<file path="src/rtl/dmem_access_unit_pkg.sv">
// Shared constants for the memory-stage load/store unit:
// access codes carried on lshbM, data_size bus encodings and FSM state codes.
package dmem_access_unit_pkg;

    // Access width/sign codes driven by the core on lshbM
    localparam logic [2:0] LS_W  = 3'b000;
    localparam logic [2:0] LS_HS = 3'b001;
    localparam logic [2:0] LS_HU = 3'b010;
    localparam logic [2:0] LS_BS = 3'b011;
    localparam logic [2:0] LS_BU = 3'b100;

    // data_size encodings on the SRAM bus
    localparam logic [1:0] SIZE_BYTE = 2'd0;
    localparam logic [1:0] SIZE_HALF = 2'd1;
    localparam logic [1:0] SIZE_WORD = 2'd2;

    // Handshake FSM state codes
    localparam logic [1:0] ST_IDLE = 2'd0;
    localparam logic [1:0] ST_WAIT = 2'd1;
    localparam logic [1:0] ST_DONE = 2'd2;

    // Bus size for an access code; unknown codes behave as word accesses
    function automatic logic [1:0] ls_size(input logic [2:0] code);
        case (code)
            LS_HS, LS_HU: ls_size = SIZE_HALF;
            LS_BS, LS_BU: ls_size = SIZE_BYTE;
            default:      ls_size = SIZE_WORD;
        endcase
    endfunction

endpackage

</file>
<file path="src/rtl/dmem_access_unit_ls_format.sv">
// ls_format: purely combinational data formatting for the load/store unit.
// Replicates store data across byte lanes, builds the byte strobes and
// extracts/extends the selected lane of a load. addr_lo is expected to be
// already aligned to the access size.
module ls_format
    import dmem_access_unit_pkg::*;
(
    input  logic [2:0]  lshb,
    input  logic        is_store,
    input  logic [1:0]  addr_lo,
    input  logic [31:0] wd,
    input  logic [31:0] rdata,
    output logic [31:0] wdata,
    output logic [3:0]  wstrb,
    output logic [31:0] ld_data
);

    logic [31:0] lane;

    // Store replication and strobe generation; loads never assert strobes
    always_comb begin
        wdata = wd;
        wstrb = 4'b0000;
        case (ls_size(lshb))
            SIZE_BYTE: begin
                wdata = {4{wd[7:0]}};
                wstrb = 4'b0001 << addr_lo;
            end
            SIZE_HALF: begin
                wdata = {2{wd[15:0]}};
                wstrb = 4'b0011 << addr_lo;
            end
            default: begin
                wdata = wd;
                wstrb = 4'b1111;
            end
        endcase
        if (!is_store) begin
            wstrb = 4'b0000;
        end
    end

    // Load lane select by low address bits, then sign/zero extension
    always_comb begin
        lane    = rdata >> {addr_lo, 3'b000};
        ld_data = rdata;
        case (lshb)
            LS_HS:   ld_data = {{16{lane[15]}}, lane[15:0]};
            LS_HU:   ld_data = {16'h0000, lane[15:0]};
            LS_BS:   ld_data = {{24{lane[7]}}, lane[7:0]};
            LS_BU:   ld_data = {24'h000000, lane[7:0]};
            default: ld_data = rdata;
        endcase
    end

endmodule

</file>
<file path="src/rtl/dmem_access_unit.sv">
// dmem_access_unit: memory-stage load/store unit between the core and the
// data SRAM bus. Issues a request, waits for addr_ok/data_ok from a
// variable-latency slave while stalling the pipeline, and returns the
// extended load result in the DONE cycle.
// Optional feature macro DMEM_MISALIGN_EXC_EN: misaligned half/word
// accesses raise adelM/adesM and are not issued. Without it the flags are
// tied low and the address low bits are forced aligned.
// Bus handshake: data_req is held until the cycle data_addr_ok is seen; the
// request is accepted in that cycle. data_data_ok completes the transfer
// (it may coincide with data_addr_ok); data_data_ok without an accepted
// request is ignored.
module dmem_access_unit
    import dmem_access_unit_pkg::*;
#(
    parameter int ADDR_W = 32
) (
    input  logic              clk,
    input  logic              rst,
    input  logic              memreadM,
    input  logic              memwriteM,
    input  logic [2:0]        lshbM,
    input  logic [31:0]       aluoutM,
    input  logic [31:0]       writedataM,
    output logic [31:0]       readdataM,
    output logic              stallM,
    output logic              adelM,
    output logic              adesM,
    output logic              data_req,
    output logic              data_wr,
    output logic [1:0]        data_size,
    output logic [ADDR_W-1:0] data_addr,
    output logic [31:0]       data_wdata,
    output logic [3:0]        data_wstrb,
    input  logic              data_addr_ok,
    input  logic              data_data_ok,
    input  logic [31:0]       data_rdata,
    output logic [1:0]        dbg_state
);

    logic [1:0]  state_q, state_d;
    logic [31:0] rdata_q, rdata_d;
    logic [2:0]  lshb_n;
    logic [1:0]  size_n;
    logic [31:0] addr_eff;
    logic        access;
    logic        issue;
    logic        req;
    logic        stall;

    // Unknown access codes fall back to word
    assign lshb_n = (lshbM > LS_BU) ? LS_W : lshbM;
    assign size_n = ls_size(lshb_n);
    assign access = memreadM | memwriteM;

`ifdef DMEM_MISALIGN_EXC_EN
    logic misalign;

    assign misalign = ((size_n == SIZE_HALF) && aluoutM[0]) ||
                      ((size_n == SIZE_WORD) && (aluoutM[1:0] != 2'b00));
    assign addr_eff = aluoutM;
    assign adelM    = rst & memreadM & misalign;
    assign adesM    = rst & memwriteM & misalign;
    assign issue    = access & ~misalign;
`else
    // Force the address aligned to the access size
    always_comb begin
        addr_eff = aluoutM;
        if (size_n == SIZE_HALF) begin
            addr_eff[0] = 1'b0;
        end else if (size_n == SIZE_WORD) begin
            addr_eff[1:0] = 2'b00;
        end
    end

    assign adelM = 1'b0;
    assign adesM = 1'b0;
    assign issue = access;
`endif

    ls_format u_ls_format (
        .lshb     (lshb_n),
        .is_store (memwriteM),
        .addr_lo  (addr_eff[1:0]),
        .wd       (writedataM),
        .rdata    (rdata_q),
        .wdata    (data_wdata),
        .wstrb    (data_wstrb),
        .ld_data  (readdataM)
    );

    assign data_addr = ADDR_W'(addr_eff);
    assign data_wr   = memwriteM;
    assign data_size = size_n;
    assign dbg_state = state_q;

    // Handshake FSM next-state, request/stall and read-data capture
    always_comb begin
        state_d = state_q;
        rdata_d = rdata_q;
        req     = 1'b0;
        stall   = 1'b0;
        case (state_q)
            ST_IDLE: begin
                if (issue) begin
                    req   = 1'b1;
                    stall = 1'b1;
                    if (data_addr_ok) begin
                        if (data_data_ok) begin
                            state_d = ST_DONE;
                            rdata_d = data_rdata;
                        end else begin
                            state_d = ST_WAIT;
                        end
                    end
                end
            end
            ST_WAIT: begin
                stall = 1'b1;
                if (data_data_ok) begin
                    state_d = ST_DONE;
                    rdata_d = data_rdata;
                end
            end
            ST_DONE: begin
                // Pipeline advances at the end of this cycle; never reissue
                state_d = ST_IDLE;
            end
            default: begin
                state_d = ST_IDLE;
            end
        endcase
    end

    // While reset is held nothing is requested and the pipeline is free
    assign data_req = req & rst;
    assign stallM   = stall & rst;

    // State and captured read-data registers
    always_ff @(posedge clk or negedge rst) begin
        if (!rst) begin
            state_q <= ST_IDLE;
            rdata_q <= 32'h0000_0000;
        end else begin
            state_q <= state_d;
            rdata_q <= rdata_d;
        end
    end

endmodule

</file>
<file path="config.mk">
export PLATFORM = sky130hd
export DESIGN_NAME = dmem_access_unit
export DESIGN_NICKNAME = d
export VERILOG_FILES = /design/src/rtl/dmem_access_unit_pkg.sv /design/src/rtl/dmem_access_unit_ls_format.sv /design/src/rtl/dmem_access_unit.sv
export SDC_FILE = /design/constraint.sdc
export NUM_CORES = 1
export LEC_CHECK = 0
export ABC_AREA = 1
export ABC_CLOCK_PERIOD_IN_PS = 1100
export BUFFER_PORTS_ARGS = -buffer_cell sky130_fd_sc_hd__buf_4
export CORE_MARGIN = 1
export CORE_UTILIZATION = 30
export CTS_BUF_LIST = sky130_fd_sc_hd__clkbuf_8
export DETAILED_ROUTE_END_ITERATION = 12
export GPL_TIMING_DRIVEN = 0
export PLACE_DENSITY_LB_ADDON = 0.05
export SETUP_SLACK_MARGIN = 0.05
export SYNTH_ARGS = -nofsm -noshare
export SYNTH_HDL_FRONTEND = slang
export SYNTH_SLANG_ARGS = --single-unit
</file>
<file path="constraint.sdc">
create_clock -name clk -period 1.1 [get_ports clk]
set_input_delay 0.11 -clock clk [delete_from_list [all_inputs] [get_ports clk]]
set_output_delay 0.11 -clock clk [all_outputs]
set_load 0.05 [all_outputs]
</file>
==> out/metrics.sh, run 1 <==
OVERFLOW=0
GRT_PASS1_VIAS=3796
PIN_COUNT=214
PLACE.DETAILED.HPWL_UM=8458
SETUP_VIOL_COUNT_FINAL=99
CTS.SINK_COUNT=34
CRIT_PATH_END_KIND='primary output'
N_ANTENNA_CELL=0
DESIGN.CORE.AREA_MM2=0.009371
R2R_START='dbg_state[1]'
WORST_PATH_MAX_STAGE_DELAY_NS=0.43
SYNTH_COMMON_CELLS='sky130_fd_sc_hd__nand2_1 (208), sky130_fd_sc_hd__nand3_1 (54), sky130_fd_sc_hd__buf_4 (42)'
CPLARGESTDELAYFAMILY='simple AND/OR/NAND/NOR gates'
SYNTH_ENABLE_FLOP_CELLS=0
P_PER_AREA_mW_PER_MM2=1301
TOTAL_CLOCK_BUFFERS_CREATED_BY_CTS=5
DIEHEIGHT_UM=100.9
FLOORPLAN.ROWS=35
H_TREE_DEPTH_REPORTED_BY_CTS=2
GRT_FIRST_PASS_WIRELENGTH_UM=18860
DRT_ITER0_DRC=164
LAYOUT-AREA-OVERHEAD-VS-SYNTH_PCT=143.3
TIMING.CRITICAL_PATH.CELLS='nand3_1, nand3_4, nand3b_4, buf_12, nand3_4, buf_8'
HOLDCRITPATHCLASS='in2async'
START_KIND='register'
LEAKAGEPOWER_nW=3.658
PATH_COMMON_CELL='sky130_fd_sc_hd__nand3_4'
BUF_INV_STAGES_CRIT_PATH=2
POST-ROUTE-MIN-PERIOD_NS=1.677
POSTSYNTHCELLCOUNT=474
CTS.REPORTEDPATHS.CLKPINSLEW_NS=0.07
MAX_CAP_VIOLATIONS=0
FAILED_CHECKS='hold timing, setup timing'
REG2REG_DEPTH=7
WORSTPATHMAXFANOUT=5
PROPORTION_OF_LAYOUT_CELLS_WITH_A_DRIVE_SUFFIX_ABOVE_1_PCT=72.02
INITIAL_ANTENNA_VIOLATION_COUNT=0
SYNTH.FF_LATCH_COUNT=34
CTS_TREE='built'
DR.PASS1.ITERS=5
PLACE_CONGESTION=0.8289
ROUTED_VIA_DENSITY=4.780
FINAL.SETUP_SKEW_NS=0.003947
CLOCK_LATENCY_AT_THE_LATER_PIN_OF_THE_WORST_SKEW_PAIR_NS=0.28
FIN_SETUP_TNS_NS=-28.86
START_UTIL_PCT=31.30
SYNTHESIS_WARNING_TOTAL=0
RUN_STATUS='finished, violations left'
ANT_NETS=0
VIAS=4068
SYNTH_AREA_MM2=0.002933
R2R_SLACK_NS=-0.19
CTS_BUFFER_DEPTH=2
CRIT-REG2REG-CAPTURE='rdata_q[7]'
FINAL_CLOCK_PERIOD_UTILIZATION_BY_THE_WORST_PATH_PCT=152.4
FMAX_GHz=0.5964
DETAIL_ROUTE.WIRELENGTH_UM=12850
FINAL_CRITICAL_PATH_SETUP_SLACK_NS=-0.5768
CTSROOTBUFFERMASTER='sky130_fd_sc_hd__clkbuf_8'
SYNTH_LARGEST_AREA_CELL='sky130_fd_sc_hd__dfrtp_1'
DOMINANTREGCELLSYNTH='sky130_fd_sc_hd__dfrtp_1'
GRT_SETUP_UNREPAIRED='true'
YOSYS.AREA.TOP_TYPE_SHARE_PCT=29.01
ASYNCSETRESETFLOPFRACSYNTH_PCT=100.0
POST_DRT_WL_PER_CELL_UM=15.10
NETS=826
FINAL-MAX-SLEW-VIOLATION-COUNT=0
TIMING.CRITICAL_PATH.ARRIVAL_NS=1.57
DRT_DRC_VIOLATIONS_LEFT=0
DIE_OUTLINE_AREA_MM2=0.01018
CRITICAL_PATH_CLASS='reg2out'
POST_SYNTH.CELL_AREA_AVG_UM2=6.187
SYNTH_CELL_TYPE_COUNT=27
NUMBER_OF_HOLD_SLACK_VIOLATIONS_IN_THE_FINAL_TIMING_REPORT=34
DIE_W_UM=100.9
SYNTH_SEQ_AREA_SHARE_PCT=29.01
GLOBALROUTETOTALUTIL_PCT=23.69
VDD_DROP_MAX_mV=0.8552
YS_TOP_CELLS_BY_AREA='sky130_fd_sc_hd__dfrtp_1 (29%), sky130_fd_sc_hd__nand2_1 (27%), sky130_fd_sc_hd__buf_4 (11%), sky130_fd_sc_hd__nand3_1 (9.2%), sky130_fd_sc_hd__o21ai_0 (5.5%)'
PLACE.PORT_BUFFERS=181
SYNTH.MOST_COMMON_CELL='sky130_fd_sc_hd__nand2_1'
TOTALPOWERFINAL_W=0.009286
HOLD-WORST-SLACK_NS=-0.3046
WORST-ENDPOINT-REQUIRED_NS=0.99
GRT_START_MAX_NET_PINS=36
STANDARD_CELL_WITH_THE_MAXIMUM_STAGE_DELAY_ON_THE_CRITICAL_PATH='sky130_fd_sc_hd__dfrtp_1'
[power by group]
part,internal (W),switching [W]
Sequential,0.00151,0.000386
Combinational,0.00269,0.00360
Clock,0.000633,0.000467
Total,0.00483,0.00445
[how the worst max path moves through the flow]
| stage | start | end | slack (ns) | depth (start not counted) |
|---|---|---|---|---|
| 2_1_floorplan | lshbM[0] | readdataM[17] | -0.26 | 9 |
| 3_3_place_gp | lshbM[0] | readdataM[19] | -0.66 | 10 |
| 3_5_place_dp | lshbM[0] | readdataM[19] | -0.70 | 10 |
| 4_1_cts | rdata_q[7] | readdataM[29] | -0.54 | 7 |
| 5_1_grt | rdata_q[23] | readdataM[18] | -0.63 | 6 |
| 6_report | rdata_q[23] | readdataM[23] | -0.58 | 6 |
[flip-flops by register name, indices dropped and copies added, names as in the netlist]
| signal | cells |
|---|---|
| dbg_state | 2 |
| rdata_q | 32 |
[kinds of logic (layout without fill, tap and decap cells)]
group | count (synthesis) | count (layout) | synth area share (%)
buffers and inverters | 107 | 354 | 20.69
DFF | 34 | 34 | 29.01
and+or+nand+nor | 297 | 297 | 44.07
AOI/OAI and AO/OA | 35 | 35 | 6.101
other | 1 | 2 | 0.1279
[timing repair]
action,4_1_cts,5_1_grt
gates resized for setup,210,161
setup endpoints to repair,99,101
pin swaps,38,35
setup buffers,34,17
gates cloned,10,1
hold endpoints to repair,34,35
[area by class of cell]
type | count | area, um2
clock buffers | 8 | 110.1
multi-input cells | 334 | 2608
repair buffers | 241 | 2559
flip-flops and latches | 34 | 853.3
plain buffers | 61 | 601.8
inverters | 44 | 244.0
fillers | 672 | 2235
well taps | 129 | 161.4
[metal layers]
layer	GRT usage, %	share of wire (%)
met4	6.355	2.5
met2	42.94	52
met1	29.62	39
met5	0	0
met3	2.774	6.2
[cell usage in the layout, fill, tap and decap left out, drive strengths merged, types with 4 or more instances in the layout]
master | netlist | routed
dfrtp | 34 | 34
clkbuf | 5 | 12
nand3b | 4 | 4
nor2 | 13 | 13
buf | 58 | 297
o21ai | 33 | 33
nand2 | 214 | 214
clkinvlp | 0 | 5
nor3 | 4 | 4
inv | 43 | 36
nand3 | 59 | 59
[per-stage QoR]
stage	util [%]	instances	worst slack (ns)	instance area [um2]	hold WS, ns
after floorplan	-	475	-0.2597	3735	-0.1856
after global placement	56.07	785	-0.6637	5255	0.08489
after detailed placement	56.07	785	-0.7011	5255	0.08325
after CTS	69.40	836	-0.5419	6504	-0.2910
after global routing	76.15	851	-0.6331	7137	-0.2798
final	76.15	851	-0.5768	7137	-0.3046
[worst register-to-register path, stage by stage (launching register included)]
cell and delay (ns):
sky130_fd_sc_hd__dfrtp_2 0.45, sky130_fd_sc_hd__buf_6 0.14, sky130_fd_sc_hd__inv_4 0.05, sky130_fd_sc_hd__nand3_4 0.13, sky130_fd_sc_hd__buf_6 0.17, sky130_fd_sc_hd__clkbuf_16 0.16
sky130_fd_sc_hd__nand2_2 0.05, sky130_fd_sc_hd__nand2_1 0.05
(Power assumes the default switching activity.)
==> inputs of run 2 (changes only) <==
--- a/config.mk
+++ b/config.mk
@@ -17,4 +17,5 @@
 export SETUP_SLACK_MARGIN = 0.05
 export SYNTH_ARGS = -nofsm -noshare
 export SYNTH_HDL_FRONTEND = slang
+export SYNTH_HIERARCHICAL = 1
 export SYNTH_SLANG_ARGS = --single-unit
==> constraint.sdc (replaced) <==
create_clock -name clk -period 1.1 [get_ports clk]
set_input_delay 0.22 -clock clk [delete_from_list [all_inputs] [get_ports clk]]
set_output_delay 0.22 -clock clk [all_outputs]
set_load 0.05 [all_outputs]
==> run 2 against run 1 <==
The run still ends with hold timing, setup timing left; setup slack got worse by 0.45 ns; synthesized cell count rose by 14%; sequential power rose by 13%; sequential share of layout area fell by 0.67 points; largest cell class unchanged; largest power group unchanged.
==> out/metrics.sh, run 2 <==
FINAL_CELLS=932  # +9.5%
POST-ROUTE-MIN-PERIOD_NS=2.122  # +0.4455 ns
CLOCK_LATENCY_AT_THE_LATER_PIN_OF_THE_WORST_SKEW_PAIR_NS=0.28  # about the same
SYNTH_ENABLE_FLOP_CELLS=0  # unchanged
CRITICAL_PATH_CLASS='in2out'
TOTAL_CLOCK_BUFFERS_CREATED_BY_CTS=5  # unchanged
POST_SYNTH.CELL_AREA_AVG_UM2=6.082  # -1.7%
SETUP_VIOL_COUNT_FINAL=102  # +3.0%
CTS_BUFFER_DEPTH=2  # unchanged
PLACE.DETAILED.HPWL_UM=9943  # +18%
PROPORTION_OF_LAYOUT_CELLS_WITH_A_DRIVE_SUFFIX_ABOVE_1_PCT=65.83  # -6.2 points
DIEHEIGHT_UM=106.6  # +5.7%
SYNTH_CELL_TYPE_COUNT=21  # -22%
GRT_FIRST_PASS_WIRELENGTH_UM=20870  # +11%
VDD_DROP_MAX_mV=0.8217  # -3.9%
FMAX_GHz=0.4712  # -21%
GRT_SETUP_UNREPAIRED='true'
POST_SYNTH_MUX_AREA_SHARE_PCT=0  # unchanged
DESIGN.CORE.AREA_MM2=0.01046  # +12%
SYNTH.MOST_COMMON_CELL='sky130_fd_sc_hd__nand2_1'
FLOORPLAN.ROWS=37  # +5.7%
POST_DP_CELL_AREA_MM2=0.005978  # +14%
PLACE.PORT_BUFFERS=181  # unchanged
HOLDCRITPATHCLASS='in2async'
RUN_STATUS='finished, violations left'
POSTSYNTHCELLCOUNT=540  # +14%
TIMING.CRITICAL_PATH.ARRIVAL_NS=1.90  # +0.33 ns
SYNTHESIS_WARNING_TOTAL=6  # +6
SYNTH.FF_LATCH_COUNT=34  # unchanged
GRT_START_MAX_NET_PINS=36  # unchanged
SYNTH_FA_HA_AREA_SHARE_PCT=0  # unchanged
VIAS=4540  # +12%
PLACE_CONGESTION=0.8550  # +3.1%
OVERFLOW=0  # unchanged
CTS.SINK_COUNT=34  # unchanged
SYNTH_LARGEST_AREA_CELL='sky130_fd_sc_hd__nand2_1'
N_ANTENNA_CELL=0  # unchanged
ROUTE.LAYER.MET1.WL_UM=5416  # +8.3%
LARGEST_REGISTER='rdata_q'
CTS.REPORTEDPATHS.CLKPINSLEW_NS=0.07  # about the same
YOSYS.AREA.TOP_TYPE_SHARE_PCT=29.14  # +0.13 points
NUMBER_OF_HOLD_SLACK_VIOLATIONS_IN_THE_FINAL_TIMING_REPORT=34  # unchanged
FINAL.SETUP_SKEW_NS=0.004128  # +0.0001812 ns
CTS_TREE='built'
SYNTH_AREA_MM2=0.003284  # +12%
HIGHEST_COUNT_CELLS_IN_THE_LAYOUT_IGNORING_FILL_AND_TAPS='sky130_fd_sc_hd__buf_4 (184), sky130_fd_sc_hd__nand2_1 (161), sky130_fd_sc_hd__buf_6 (60), sky130_fd_sc_hd__buf_8 (53), sky130_fd_sc_hd__nand2_2 (49)'
START_UTIL_PCT=31.39  # +0.097 points
FINAL_CLOCK_PERIOD_UTILIZATION_BY_THE_WORST_PATH_PCT=192.9  # +41 points
DIE_OUTLINE_AREA_MM2=0.01137  # +12%
PLACED_INSTANCE_COUNT=858  # +9.3%
DESIGN_AREA_MM2=0.007602  # +6.5%
HOLD-WORST-SLACK_NS=-0.1823  # +0.1223 ns
FAILED_CHECKS='hold timing, setup timing'
POST_DRT_WL_PER_CELL_UM=15.11  # +0.10%
YS_TOP_CELLS_BY_AREA='sky130_fd_sc_hd__nand2_1 (29%), sky130_fd_sc_hd__dfrtp_1 (26%), sky130_fd_sc_hd__buf_4 (11%), sky130_fd_sc_hd__nand3_1 (6.2%), sky130_fd_sc_hd__nand4_1 (6.1%)'
FINAL_CRITICAL_PATH_SETUP_SLACK_NS=-1.022  # -0.4455 ns
SYNTH_SIMPLE_GATE_AREA_SHARE_PCT=48.88  # +4.8 points
SYNTH_COMMON_CELLS='sky130_fd_sc_hd__nand2_1 (255), sky130_fd_sc_hd__buf_4 (46), sky130_fd_sc_hd__nand3_1 (41)'
WL_MET3_UM=892  # +12%
INITIAL_ANTENNA_VIOLATION_COUNT=0  # unchanged
CRIT-REG2REG-CAPTURE='rdata_q[18]'
LARGEST_REGISTER_FF_COUNT=32  # unchanged
SYNTH_COMPOUND_AREA_SHARE_PCT=5.029  # -1.1 points
DRT_ITER0_DRC=312  # +90%
P_PER_AREA_mW_PER_MM2=1420  # +9.1%
ANT_NETS=0  # unchanged
PIN_COUNT=214  # unchanged
CTSROOTBUFFERMASTER='sky130_fd_sc_hd__clkbuf_8'
REG2REG_DEPTH=7  # unchanged
DIE_W_UM=106.6  # +5.7%
ROUTED_VIA_DENSITY=4.871  # +1.9%
WORSTPATHMAXFANOUT=8  # +3
NETS=901  # +9.1%
LAYOUT.CELLS.MOST_COMMON='sky130_fd_sc_hd__buf_4'
UTILIZATION_PCT=72.66  # -3.5 points
TOP_LAYER_USED='met4'
MAX_CAP_VIOLATIONS=0  # unchanged
GRT_PASS1_VIAS=4278  # +13%
DRT_DRC_VIOLATIONS_LEFT=0  # unchanged
R2R_START='dbg_state[0]'
H_TREE_DEPTH_REPORTED_BY_CTS=2  # unchanged
LEAKAGEPOWER_nW=3.943  # +7.8%
FINAL-MAX-SLEW-VIOLATION-COUNT=0  # unchanged
DETAIL_ROUTE.WIRELENGTH_UM=14080  # +9.6%
CRIT_PATH_END_KIND='primary output'
DR.PASS1.ITERS=5  # unchanged
MET2_WIRELENGTH_UM=7606  # +13%
WORST-ENDPOINT-REQUIRED_NS=0.88  # -0.11 ns
R2R_SLACK_NS=-0.33  # -0.14 ns
YOSYS.AREA_SHARE.XOR_XNOR_PCT=0  # unchanged
GLOBALROUTETOTALUTIL_PCT=22.86  # -0.83 points
SYNTH_SEQ_AREA_SHARE_PCT=25.90  # -3.1 points
ASYNCSETRESETFLOPFRACSYNTH_PCT=100.0  # unchanged
LAYOUT-AREA-OVERHEAD-VS-SYNTH_PCT=131.5
START_KIND='primary input'
FIN_SETUP_TNS_NS=-68.00  # -39.14 ns
LARGEST_FAMILY_OF_LOGIC_CELLS_BY_SYNTHESIZED_AREA='simple AND/OR/NAND/NOR gates'
DOMINANTREGCELLSYNTH='sky130_fd_sc_hd__dfrtp_1'
## run 2: repair_timing
action	CTS	global route
endpoints found under the hold margin	34	34
gates cloned	6	5
pin swaps	19	31
endpoints found under the setup margin	102	102
buffers inserted	28	31
gates resized for setup	115	155
## run 2: critical path: stages
cell and delay (ns):
sky130_fd_sc_hd__buf_8 0.11, sky130_fd_sc_hd__o21ai_4 0.21, sky130_fd_sc_hd__nand2_4 0.10, sky130_fd_sc_hd__nand2_4 0.08
sky130_fd_sc_hd__nor2_4 0.04, sky130_fd_sc_hd__buf_8 0.14, sky130_fd_sc_hd__buf_4 0.14, sky130_fd_sc_hd__nor2_4 0.14
sky130_fd_sc_hd__nand2_2 0.09, sky130_fd_sc_hd__nand3_4 0.10, sky130_fd_sc_hd__nand2_8 0.10, sky130_fd_sc_hd__buf_12 0.19
sky130_fd_sc_hd__nand3_4 0.08, sky130_fd_sc_hd__buf_8 0.15
## run 2: worst max path at each step
stage | cells past startpoint | to | startpoint
global route | 14 | readdataM[29] | lshbM[0]
detailed placement | 15 | readdataM[21] | lshbM[0]
CTS | 15 | readdataM[20] | lshbM[1]
global placement | 15 | readdataM[29] | lshbM[0]
floorplan | 12 | readdataM[17] | lshbM[0]
finish | 14 | readdataM[21] | lshbM[1]
## run 2: per-layer routing
metal,GRT usage (%),up-vias
li1,-,2203
met1,28.91,2128
met2,40.97,193
met3,2.979,16
met4,5.479,0
met5,0,-
## run 2: per-stage QoR
| stage | power [W] | worst slack [ns] | hold WS, ns |
|---|---|---|---|
| after floorplan | 0.006555 | -1.264 | -0.07559 |
| after CTS | 0.01000 | -0.9864 | -0.1781 |
| final | 0.01079 | -1.022 | -0.1823 |
| after detailed placement | 0.008314 | -1.289 | 0.1962 |
| after global routing | 0.01131 | -1.092 | -0.1644 |
| after global placement | 0.008237 | -1.253 | 0.1907 |
## run 2: cells by family (layout without fill, tap and decap cells)
group,count (synthesis),count (layout)
AND/OR/NAND/NOR,362,362
buffers and inverters,110,365
flip-flops,34,34
AO/OA/AOI/OAI,33,33
other,1,2
## run 2: layout make-up
type	instances	area, um2
Multi-Input combinational cell	397	3084
Fill cell	788	2860
Timing Repair Buffer	248	2554
Sequential cell	34	858.3
Buffer	67	659.4
Inverter	42	188.9
Tap cell	136	170.2
Clock buffer	5	68.82
Clock inverter	2	10.01
Timing Repair inverter	1	8.758
## run 2: report_power, final
part           total, W  switching, W  internal (W)  leakage (nW)
registers       0.00213      0.000545       0.00158         0.419
clock network  0.000855      0.000431      0.000424        0.0438
logic           0.00781       0.00452       0.00329          3.48
==> inputs of run 3 (changes only) <==
--- a/config.mk
+++ b/config.mk
@@ -9,7 +9,7 @@
 export ABC_CLOCK_PERIOD_IN_PS = 1100
 export BUFFER_PORTS_ARGS = -buffer_cell sky130_fd_sc_hd__buf_4
 export CORE_MARGIN = 1
-export CORE_UTILIZATION = 30
+export CORE_UTILIZATION = 25
 export CTS_BUF_LIST = sky130_fd_sc_hd__clkbuf_8
 export DETAILED_ROUTE_END_ITERATION = 12
 export GPL_TIMING_DRIVEN = 0
==> run 3 against run 2 <==
The flow still finishes with violations (hold timing, setup timing); maximum frequency fell by 0.89%; first-iteration DRC count fell by 58%; hold slack got worse by 0.0072 ns; global-route usage is 2.3 points lower; register-to-register slack got worse by 0.09 ns; non-clock buffer count increased by 8; wire length down 0.19%; critical path depth rose by 2.
==> out/metrics.sh, run 3 (same netlist as run 2, synthesis figures left out) <==
HOLD-WORST-SLACK_NS=-0.1895  # -0.007229 ns
STANDARD_CELL_WITH_THE_MAXIMUM_STAGE_DELAY_ON_THE_CRITICAL_PATH='sky130_fd_sc_hd__nor2_4'
R2R_SLACK_NS=-0.42  # -0.09 ns
SETUP_VIOL_COUNT_FINAL=100  # -2.0%
TOTAL_CLOCK_BUFFERS_CREATED_BY_CTS=5  # unchanged
LARGEST_REGISTER='rdata_q'
GRT_SETUP_UNREPAIRED='true'
DRT_ITER0_DRC=132  # -58%
PLACE_CONGESTION=0.8506  # -0.51%
FINAL.SETUP_SKEW_NS=0.002715  # -0.001413 ns
DETAIL_ROUTE.WIRELENGTH_UM=14060  # -0.19%
CLOCK_LATENCY_AT_THE_LATER_PIN_OF_THE_WORST_SKEW_PAIR_NS=0.28  # about the same
FLOORPLAN.ROWS=41  # +11%
H_TREE_DEPTH_REPORTED_BY_CTS=2  # unchanged
OVERFLOW=0  # unchanged
PLACE.DETAILED.HPWL_UM=10030  # +0.86%
FAILED_CHECKS='hold timing, setup timing'
POST_DRT_WL_PER_CELL_UM=14.37  # -4.9%
DIEHEIGHT_UM=116.6  # +9.4%
R2R_START='dbg_state[0]'
POST-ROUTE-MIN-PERIOD_NS=2.141  # +0.01908 ns
DIE_W_UM=116.6  # +9.4%
TIMING.CRITICAL_PATH.CELLS='buf_8, nor2_4, nand2_4, nand2_4, nand2_2, nor2_4, buf_8, inv_8, nor2_4, nand2_2, nand3_2, nand2_4, buf_6, buf_16, nand3_4, buf_8'
FINAL-MAX-SLEW-VIOLATION-COUNT=0  # unchanged
CTS.REPORTEDPATHS.CLKPINSLEW_NS=0.07  # about the same
PIN_COUNT=214  # unchanged
VDD_DROP_MAX_mV=1.071  # +30%
DR.PASS1.ITERS=4  # -1
NUMBER_OF_HOLD_SLACK_VIOLATIONS_IN_THE_FINAL_TIMING_REPORT=34  # unchanged
LAYOUT.CELLS.MOST_COMMON='sky130_fd_sc_hd__buf_4'
LEAKAGEPOWER_nW=4.019  # +1.9%
CRIT_PATH_END_KIND='primary output'
NETS=910  # +1.0%
DRT_DRC_VIOLATIONS_LEFT=0  # unchanged
PROPORTION_OF_LAYOUT_CELLS_WITH_A_DRIVE_SUFFIX_ABOVE_1_PCT=64.89  # -0.94 points
MAX_CAP_VIOLATIONS=0  # unchanged
DP_WORST_SETUP_SLACK_NS=-1.291  # -0.001250 ns
P_PER_AREA_mW_PER_MM2=1415  # -0.34%
GRT_FIRST_PASS_WIRELENGTH_UM=21750  # +4.2%
CTS.SINK_COUNT=34  # unchanged
FILLERS=1107  # +40%
LAYOUT-AREA-OVERHEAD-VS-SYNTH_PCT=138.1
HIGHEST_COUNT_CELLS_IN_THE_LAYOUT_IGNORING_FILL_AND_TAPS='sky130_fd_sc_hd__buf_4 (180), sky130_fd_sc_hd__nand2_1 (171), sky130_fd_sc_hd__buf_6 (64), sky130_fd_sc_hd__buf_8 (56), sky130_fd_sc_hd__nand2_2 (41)'
ANT_NETS=0  # unchanged
CTS_BUFFER_DEPTH=2  # unchanged
INITIAL_ANTENNA_VIOLATION_COUNT=0  # unchanged
PLACE.PORT_BUFFERS=181  # unchanged
GLOBALROUTETOTALUTIL_PCT=20.56  # -2.3 points
DIE_OUTLINE_AREA_MM2=0.01360  # +20%
DESIGN.CORE.AREA_MM2=0.01272  # +22%
CTSROOTBUFFERMASTER='sky130_fd_sc_hd__clkbuf_8'
REG2REG_DEPTH=7  # unchanged
CTS_TREE='built'
CRIT-REG2REG-CAPTURE='rdata_q[28]'
LARGEST_REGISTER_FF_COUNT=32  # unchanged
GRT_PASS1_VIAS=4456  # +4.2%
N_ANTENNA_CELL=0  # unchanged
START_UTIL_PCT=25.82  # -5.6 points
START_KIND='primary input'
RUN_STATUS='finished, violations left'
VIAS=4542  # +0.044%
FINAL_CRITICAL_PATH_SETUP_SLACK_NS=-1.041  # -0.01908 ns
TIMING.CRITICAL_PATH.ARRIVAL_NS=1.92  # +0.02 ns
WORST-ENDPOINT-REQUIRED_NS=0.88  # about the same
ROUTED_VIA_DENSITY=4.644  # -4.7%
GRT_START_MAX_NET_PINS=36  # unchanged
WORSTPATHMAXFANOUT=6  # -2
FINAL_CLOCK_PERIOD_UTILIZATION_BY_THE_WORST_PATH_PCT=194.7  # +1.7 points
HOLDCRITPATHCLASS='in2async'
WORST_PATH_MAX_STAGE_DELAY_NS=0.18  # -0.03 ns
CRITICAL_PATH_CLASS='in2out'
FMAX_GHz=0.4670  # -0.89%
FIN_SETUP_TNS_NS=-72.15  # -4.157 ns
## run 3: how the worst max path moves through the flow
stage,cells after the start,from,endpoint,slack [ns]
after floorplan,12,lshbM[0],readdataM[17],-1.26
after global placement,15,lshbM[0],readdataM[17],-1.26
after detailed placement,15,lshbM[0],readdataM[26],-1.29
after CTS,16,lshbM[1],readdataM[10],-1.01
after global routing,16,lshbM[0],readdataM[10],-1.15
final,16,lshbM[0],readdataM[10],-1.04
## run 3: critical path, delay by kind of cell
| kind | cells | cell delay, ns |
|---|---|---|
| and+or+nand+nor | 10 | 0.98 |
| buffers and inverters | 6 | 0.72 |
## run 3: final cells by class
class / instances / area (um2) / share of cell area (%)
plain buffers: 66 / 645.6 / 8.255
repair buffers: 257 / 2703 / 34.55
flip-flops and latches: 34 / 858.3 / 10.97
clock inverters: 2 / 12.51 / 0.1600
clock buffers: 6 / 82.58 / 1.056
inverters: 42 / 192.7 / 2.464
multi-input cells: 399 / 3112 / 39.79
well taps: 172 / 215.2 / 2.752
## run 3: layer usage
metal  wire, um  share of wire [%]  global-route usage (%)  vias up
met5          0                  0                       0        -
met4        318                2.3                   6.667        0
met3        860                6.1                   2.698       25
met2       7583                 54                   39.09      174
met1       5296                 38                   23.58     2120
li1           -                  -                       -     2223
## run 3: repair_timing
item	in CTS	in global routing
hold endpoints to repair	34	34
setup buffers	58	7
endpoints found under the setup margin	102	102
gates cloned	12	2
gates resized for setup	224	45
pin swaps	35	14
## run 3: where the power goes
group	leakage [nW]	switching (W)	total (W)	internal, W
clock	0.0472	0.000441	0.000943	0.000502
sequential	0.419	0.000540	0.00213	0.00158
combinational	3.55	0.00455	0.00800	0.00345
## run 3: through the flow
stage	cell area, um2	power (W)	util [%]	cells
2_1_floorplan	4449	0.006555	-	541
3_3_place_gp	6023	0.008268	47.34	894
3_5_place_dp	6023	0.008320	47.34	894
4_1_cts	7587	0.01082	59.64	970
5_1_grt	7821	0.01165	61.48	978
6_report	7821	0.01107	61.48	978
